`src/rtl/uart_arb_pkg.sv`:
```
// Shared types and widths for the UART TX arbiter.
package uart_arb_pkg;

    typedef enum logic [0:0] {
        StIdle  = 1'b0,
        StBurst = 1'b1
    } arb_state_e;

    localparam int unsigned StatWidth    = 32;
    localparam int unsigned StatTmoWidth = 16;

    // Bits needed to hold a counter value in 0..max_val.
    function automatic int unsigned cnt_width(input int unsigned max_val);
        return $clog2(max_val + 1);
    endfunction

endpackage

```
`src/rtl/uart_arb_rr_pick.sv`:
```
// Round-robin winner search: first valid requester after i_last_id, wrapping.
module uart_arb_rr_pick #(
    parameter int unsigned NumReq = 2,
    localparam int unsigned IdW   = $clog2(NumReq)
) (
    input  logic [NumReq-1:0] i_req_valid,
    input  logic [IdW-1:0]    i_last_id,
    output logic              o_any,
    output logic [IdW-1:0]    o_winner_id
);

    // Distance from last_id+1 decides priority; smallest valid distance wins.
    always_comb begin
        int unsigned v_best;
        int unsigned v_dist;
        o_any       = 1'b0;
        o_winner_id = '0;
        v_best      = NumReq;
        v_dist      = 0;
        for (int unsigned i = 0; i < NumReq; i++) begin
            v_dist = (i + NumReq - 32'(i_last_id) - 1) % NumReq;
            if (i_req_valid[i] && (v_dist < v_best)) begin
                v_best      = v_dist;
                o_any       = 1'b1;
                o_winner_id = IdW'(i);
            end
        end
    end

endmodule

```
`src/rtl/uart_tx_arbiter.sv`:
```
// Round-robin arbiter sharing one UART TX between NumReq byte-stream requesters.
// Grant is held until packet end, MaxBurst bytes, or an inter-byte timeout.
// Optional statistics ports are enabled by defining UART_ARB_STATS_EN.
module uart_tx_arbiter
    import uart_arb_pkg::*;
#(
    parameter int unsigned NumReq        = 2,
    parameter int unsigned MaxBurst      = 16,
    parameter int unsigned TimeoutCycles = 1024,
    localparam int unsigned IdW          = $clog2(NumReq)
) (
    input  logic                 i_clk,
    input  logic                 i_rst,
    input  logic [NumReq-1:0]    i_req_valid,
    input  logic [NumReq*8-1:0]  i_req_data,
    input  logic [NumReq-1:0]    i_req_last,
    output logic [NumReq-1:0]    o_req_ready,
    output logic                 o_tx_valid,
    output logic [7:0]           o_tx_data,
    input  logic                 i_tx_ready,
    output logic                 o_grant_valid,
    output logic [IdW-1:0]       o_grant_id
`ifdef UART_ARB_STATS_EN
    ,
    output logic [NumReq*StatWidth-1:0] o_stat_bytes,
    output logic [StatTmoWidth-1:0]     o_stat_tmo
`endif
);

    localparam int unsigned BeatW = cnt_width(MaxBurst);
    localparam int unsigned IdleW = cnt_width(TimeoutCycles);

    arb_state_e       r_state, w_state_nxt;
    logic [IdW-1:0]   r_grant_id, w_grant_id_nxt;
    logic [IdW-1:0]   r_last_id, w_last_id_nxt;
    logic [BeatW-1:0] r_beat_cnt, w_beat_nxt, w_beat_inc;
    logic [IdleW-1:0] r_idle_cnt, w_idle_nxt;

    logic             w_any;
    logic [IdW-1:0]   w_winner;
    logic             w_burst, w_gvalid, w_glast, w_hs, w_tmo, w_release;

    uart_arb_rr_pick #(
        .NumReq (NumReq)
    ) u_rr_pick (
        .i_req_valid (i_req_valid),
        .i_last_id   (r_last_id),
        .o_any       (w_any),
        .o_winner_id (w_winner)
    );

    assign w_burst    = (r_state == StBurst);
    assign w_gvalid   = i_req_valid[r_grant_id];
    assign w_glast    = i_req_last[r_grant_id];
    assign w_hs       = w_burst & w_gvalid & i_tx_ready;
    assign w_beat_inc = r_beat_cnt + BeatW'(1);

    // Zero-latency passthrough from the owning requester while in burst.
    assign o_grant_valid = w_burst;
    assign o_grant_id    = r_grant_id;
    assign o_tx_valid    = w_burst & w_gvalid;
    assign o_tx_data     = i_req_data[{r_grant_id, 3'b000} +: 8];

    // Only the owner sees the UART ready.
    always_comb begin
        o_req_ready = '0;
        if (w_burst) begin
            o_req_ready[r_grant_id] = i_tx_ready;
        end
    end

    // Next-state: arbitrate in idle, count beats/idle cycles and release in burst.
    always_comb begin
        w_state_nxt    = r_state;
        w_grant_id_nxt = r_grant_id;
        w_last_id_nxt  = r_last_id;
        w_beat_nxt     = r_beat_cnt;
        w_idle_nxt     = r_idle_cnt;
        w_tmo          = 1'b0;
        w_release      = 1'b0;
        unique case (r_state)
            StIdle: begin
                if (w_any) begin
                    w_state_nxt    = StBurst;
                    w_grant_id_nxt = w_winner;
                end
            end
            StBurst: begin
                if (w_hs) begin
                    w_beat_nxt = w_beat_inc;
                end
                // Backpressure with valid high is not idleness.
                w_idle_nxt = w_gvalid ? '0 : r_idle_cnt + IdleW'(1);
                w_tmo      = !w_gvalid && (r_idle_cnt == IdleW'(TimeoutCycles - 1));
                w_release  = (w_hs && (w_glast || (w_beat_inc == BeatW'(MaxBurst)))) || w_tmo;
                if (w_release) begin
                    w_state_nxt   = StIdle;
                    w_last_id_nxt = r_grant_id;
                    w_beat_nxt    = '0;
                    w_idle_nxt    = '0;
                end
            end
            default: w_state_nxt = StIdle;
        endcase
    end

    // State and counter registers; last_id resets so requester 0 wins first.
    always_ff @(posedge i_clk or posedge i_rst) begin
        if (i_rst) begin
            r_state    <= StIdle;
            r_grant_id <= '0;
            r_last_id  <= IdW'(NumReq - 1);
            r_beat_cnt <= '0;
            r_idle_cnt <= '0;
        end else begin
            r_state    <= w_state_nxt;
            r_grant_id <= w_grant_id_nxt;
            r_last_id  <= w_last_id_nxt;
            r_beat_cnt <= w_beat_nxt;
            r_idle_cnt <= w_idle_nxt;
        end
    end

`ifdef UART_ARB_STATS_EN
    logic [NumReq*StatWidth-1:0] r_stat_bytes;
    logic [StatTmoWidth-1:0]     r_stat_tmo;

    // Per-requester byte counts wrap; timeout count saturates.
    always_ff @(posedge i_clk or posedge i_rst) begin
        if (i_rst) begin
            r_stat_bytes <= '0;
            r_stat_tmo   <= '0;
        end else begin
            if (w_hs) begin
                r_stat_bytes[{r_grant_id, 5'b00000} +: StatWidth] <=
                    r_stat_bytes[{r_grant_id, 5'b00000} +: StatWidth] + StatWidth'(1);
            end
            if (w_tmo && (r_stat_tmo != '1)) begin
                r_stat_tmo <= r_stat_tmo + StatTmoWidth'(1);
            end
        end
    end

    assign o_stat_bytes = r_stat_bytes;
    assign o_stat_tmo   = r_stat_tmo;
`endif

endmodule
```
`config.mk`:
```
export PLATFORM = sky130hd
export DESIGN_NAME = uart_tx_arbiter
export DESIGN_NICKNAME = d
export VERILOG_FILES = /design/src/rtl/uart_arb_pkg.sv /design/src/rtl/uart_arb_rr_pick.sv /design/src/rtl/uart_tx_arbiter.sv
export SDC_FILE = /design/constraint.sdc
export NUM_CORES = 1
export LEC_CHECK = 0
export CORE_ASPECT_RATIO = 2
export CORE_MARGIN = 5
export CORE_UTILIZATION = 42
export DETAILED_ROUTE_END_ITERATION = 12
export PLACE_DENSITY = 0.75
export SLEW_MARGIN = 20
export SYNTH_ARGS = -nofsm -noshare
export SYNTH_HDL_FRONTEND = slang
export SYNTH_HIERARCHICAL = 1
export SYNTH_SLANG_ARGS = --single-unit
```
`constraint.sdc`:
```
create_clock -name i_clk -period 1.8 [get_ports i_clk]
set_input_delay 0.36 -clock i_clk [delete_from_list [all_inputs] [get_ports i_clk]]
set_output_delay 0.36 -clock i_clk [all_outputs]
set_load 0.005 [all_outputs]
```
==> results.toml <==
[layout]
syn2layout_area_growth_pct = 48.2
fin_cells = 219
diodes = 0
register_area_um2 = 479
nets = 215
filler_cell_count = 240
multi_input_area_um2 = 759
drive_gt1_share_pct = 29.6

[sta]
hold_viol_final = 0
relSlewSlack_pct = 66.2
rsz0062_at_grt = "true"
max_freq_ghz = 0.555
fin_ws_ns = -0.00229
fin_crit_ns = 1.80
tightest_slew_ns = 0.505
setup_viol = 1
finClkSkew_ns = 0.00421
fin_crit_sh_pct = 100
maxSlewViolCount = 0
tns_ns = -0.00229

[logic_synthesis]
yosys-top-cells-area = "dfrtp_1, mux2_2, nand2_1"
seq_area_frac_synth_pct = 38.2
ys.flop_type = "dfrtp_1"
synth_edf_count = 0
netlist-cell-type-count = 38
synth.cell_area_um2 = 1250
syn_avg_cell_area_um2 = 9.53
yosysMostFrequentCell = "dfrtp_1"
syn_inst = 131
yosysTopAreaCell = "dfrtp_1"
synth_fp_nets = 156
async_flop_share_pct = 100
netlist_top_cells_count = "dfrtp_1, nand2_1, mux2_2, o21ai_0, nor2_1"
ys_seq_elements = 19
synth_warnings = 6
synth_top_area_share_pct = 36.1

[clocking]
cts_tree = "built"
clock-sinks = 19
clkLatencyLatePin_ns = 0.25
numCtsBuffers = 3
htreeDepth = 1
cts_buffer_depth = 2
cts-root-buf = "clkbuf_8"
clkSlewWorstSetupHoldPaths_ns = 0.07

[placed_design]
dp_hpwl_mm = 2.80
gp_congestion = 0.801
port_buffers = 35
post-place-ws_ns = -0.256
placed_cells = 209

[status]
status = "complete, but fails checks"
violations = "setup timing"

[floorplanning]
die_y_um = 87.1
io_pins = 36
dieArea_um2 = 4230
initial_utilization_pct = 42.9
core_um2 = 2910
die_x_um = 48.6
core.rowCount = 28

[pwr]
seq_power_share_pct = 32.1
p_int_mw = 1.26
p_comb_share_pct = 52.8
p_sw_uw = 690
p_per_area_nw_per_um2 = 1060
max-vdd-ir-drop_mv = 0.485
clkPwrFrac_pct = 15.1
sw_frac_of_total_pct = 35.3
leakage_nw = 0.827

[global_route]
grt_pass1_vias = 1247
grt_max_degree = 20
grt_pass1_wl_mm = 5.76
grt_antenna_before_repair = 0
grt_use_total_pct = 17.0
grt_overflow = 0

[critical_path]
crit_start = "o_grant_id$_DFFE_PP0P_"
worst-setup-path-type = "reg2reg"
r2r-start = "o_grant_id$_DFFE_PP0P_"
critPathRequiredTime_ns = 1.99
arrival_ns = 1.99
end_kind = "flip-flop"
cp_max_fo = 7
startpoint_type = "flip-flop"

[route]
detail-route-antenna-nets = 0
dr.pass1.iters = 5
vias = 1217
drt_iter0_drc = 19
wl_per_cell_um = 15.9
routed_wl_mm = 3.48
drcViolationCount = 0
vias_per_cell = 5.56

[min_path]
worst_hold_path_type = "in2async"

[flow_run]
cap_violations = 0
==> final timing paths <==
check                                             to  slack, ns  cells past startpoint
setup reg to reg               r_last_id$_DFFE_PP1P_     -0.002                      6
min in group i_clk         r_beat_cnt[0]$_DFFE_PP0P_       0.53                      1
max in group asynchronous      r_last_id$_DFFE_PP1P_       1.11                      3
hold / removal             r_idle_cnt[0]$_DFFE_PP0P_       0.43                      3
setup / recovery               r_last_id$_DFFE_PP1P_     -0.002                      6
hold reg to reg            r_beat_cnt[0]$_DFFE_PP0P_       0.53                      1
==> repair_timing <==
action,CTS,global route
endpoints found under the setup margin,15,22
pin swaps,2,7
resized for setup,19,13
hold buffers,0,0
buffers inserted,5,2
endpoints found under the hold margin,0,0
==> through the flow <==
stage | total power, mW | hold slack [ns] | instance area (µm²) | util [%]
CTS | 1.98 | 0.431 | 1830 | 63.0
global route | 2.10 | 0.464 | 1850 | 63.6
detailed placement | 1.65 | 0.521 | 1750 | 60.2
global placement | 1.60 | 0.512 | 1750 | 60.2
finish | 1.95 | 0.428 | 1850 | 63.6
floorplan | 1.15 | 0.310 | 1250 | -
==> final cells by class <==
class / instances / share of cell area [%]
clock buffers: 3 / 2.23
clock inverters: 1 / 0.270
repair buffers: 58 / 27.9
flip-flops and latches: 19 / 25.9
multi-input cells: 105 / 41.0
well taps: 30 / 2.03
inverters: 3 / 0.609
==> power groups by stage <==
stage / logic (mW) / clock network (mW) / registers [mW]
final: 1.03 / 0.295 / 0.627
after CTS: 1.06 / 0.307 / 0.603
after global routing: 1.13 / 0.325 / 0.640
after floorplan: 0.545 / 0 / 0.604
after global placement: 0.994 / 0 / 0.605
after detailed placement: 1.04 / 0 / 0.612
==> flip-flops by register name, indices dropped and copies added (netlist names) <==
signal	count
r_idle_cnt	11
o_grant_valid	1
r_beat_cnt	5
o_grant_id	1
r_last_id	1
==> cells by family (layout without fill, tap and decap cells) <==
| family | Yosys count | count (layout) | synth area share [%] |
|---|---|---|---|
| buffers and inverters | 7 | 65 | 3.01 |
| and+or+nand+nor | 52 | 52 | 22.3 |
| adders and majority gates | 2 | 2 | 2.00 |
| DFF | 19 | 19 | 38.2 |
| AOI/OAI and AO/OA | 36 | 36 | 19.6 |
| muxes | 15 | 15 | 14.8 |
==> critical path, cell delays in order, from the launching register on <==
cell	delay (ns)
dfrtp_2	0.46
buf_4	0.16
mux2i_4	0.20
or3_4	0.35
o21ai_4	0.17
o21ai_2	0.08
mux2_4	0.30
==> placed cells by master, fill, tap and decap left out, types with 6 or more instances in the layout <==
cell	instances
mux2_2	10
clkdlybuf4s15_1	7
buf_4	22
o21ai_0	7
nand2_1	15
a21oi_1	6
dfrtp_1	16
nand3_1	7
nor2_1	9
clkdlybuf4s50_1	23
==> per-layer routing <==
layer / routed length [µm] / up-vias / part of all wire (%) / track usage [%]
li1: - / 594 / - / -
met1: 1190 / 590 / 34 / 17.5
met2: 2140 / 25 / 62 / 33.0
met3: 76 / 8 / 2.2 / 2.57
met4: 69 / 0 / 2.0 / 6.62
met5: 0 / - / 0 / 0
Power figures use the tool's default switching activity.
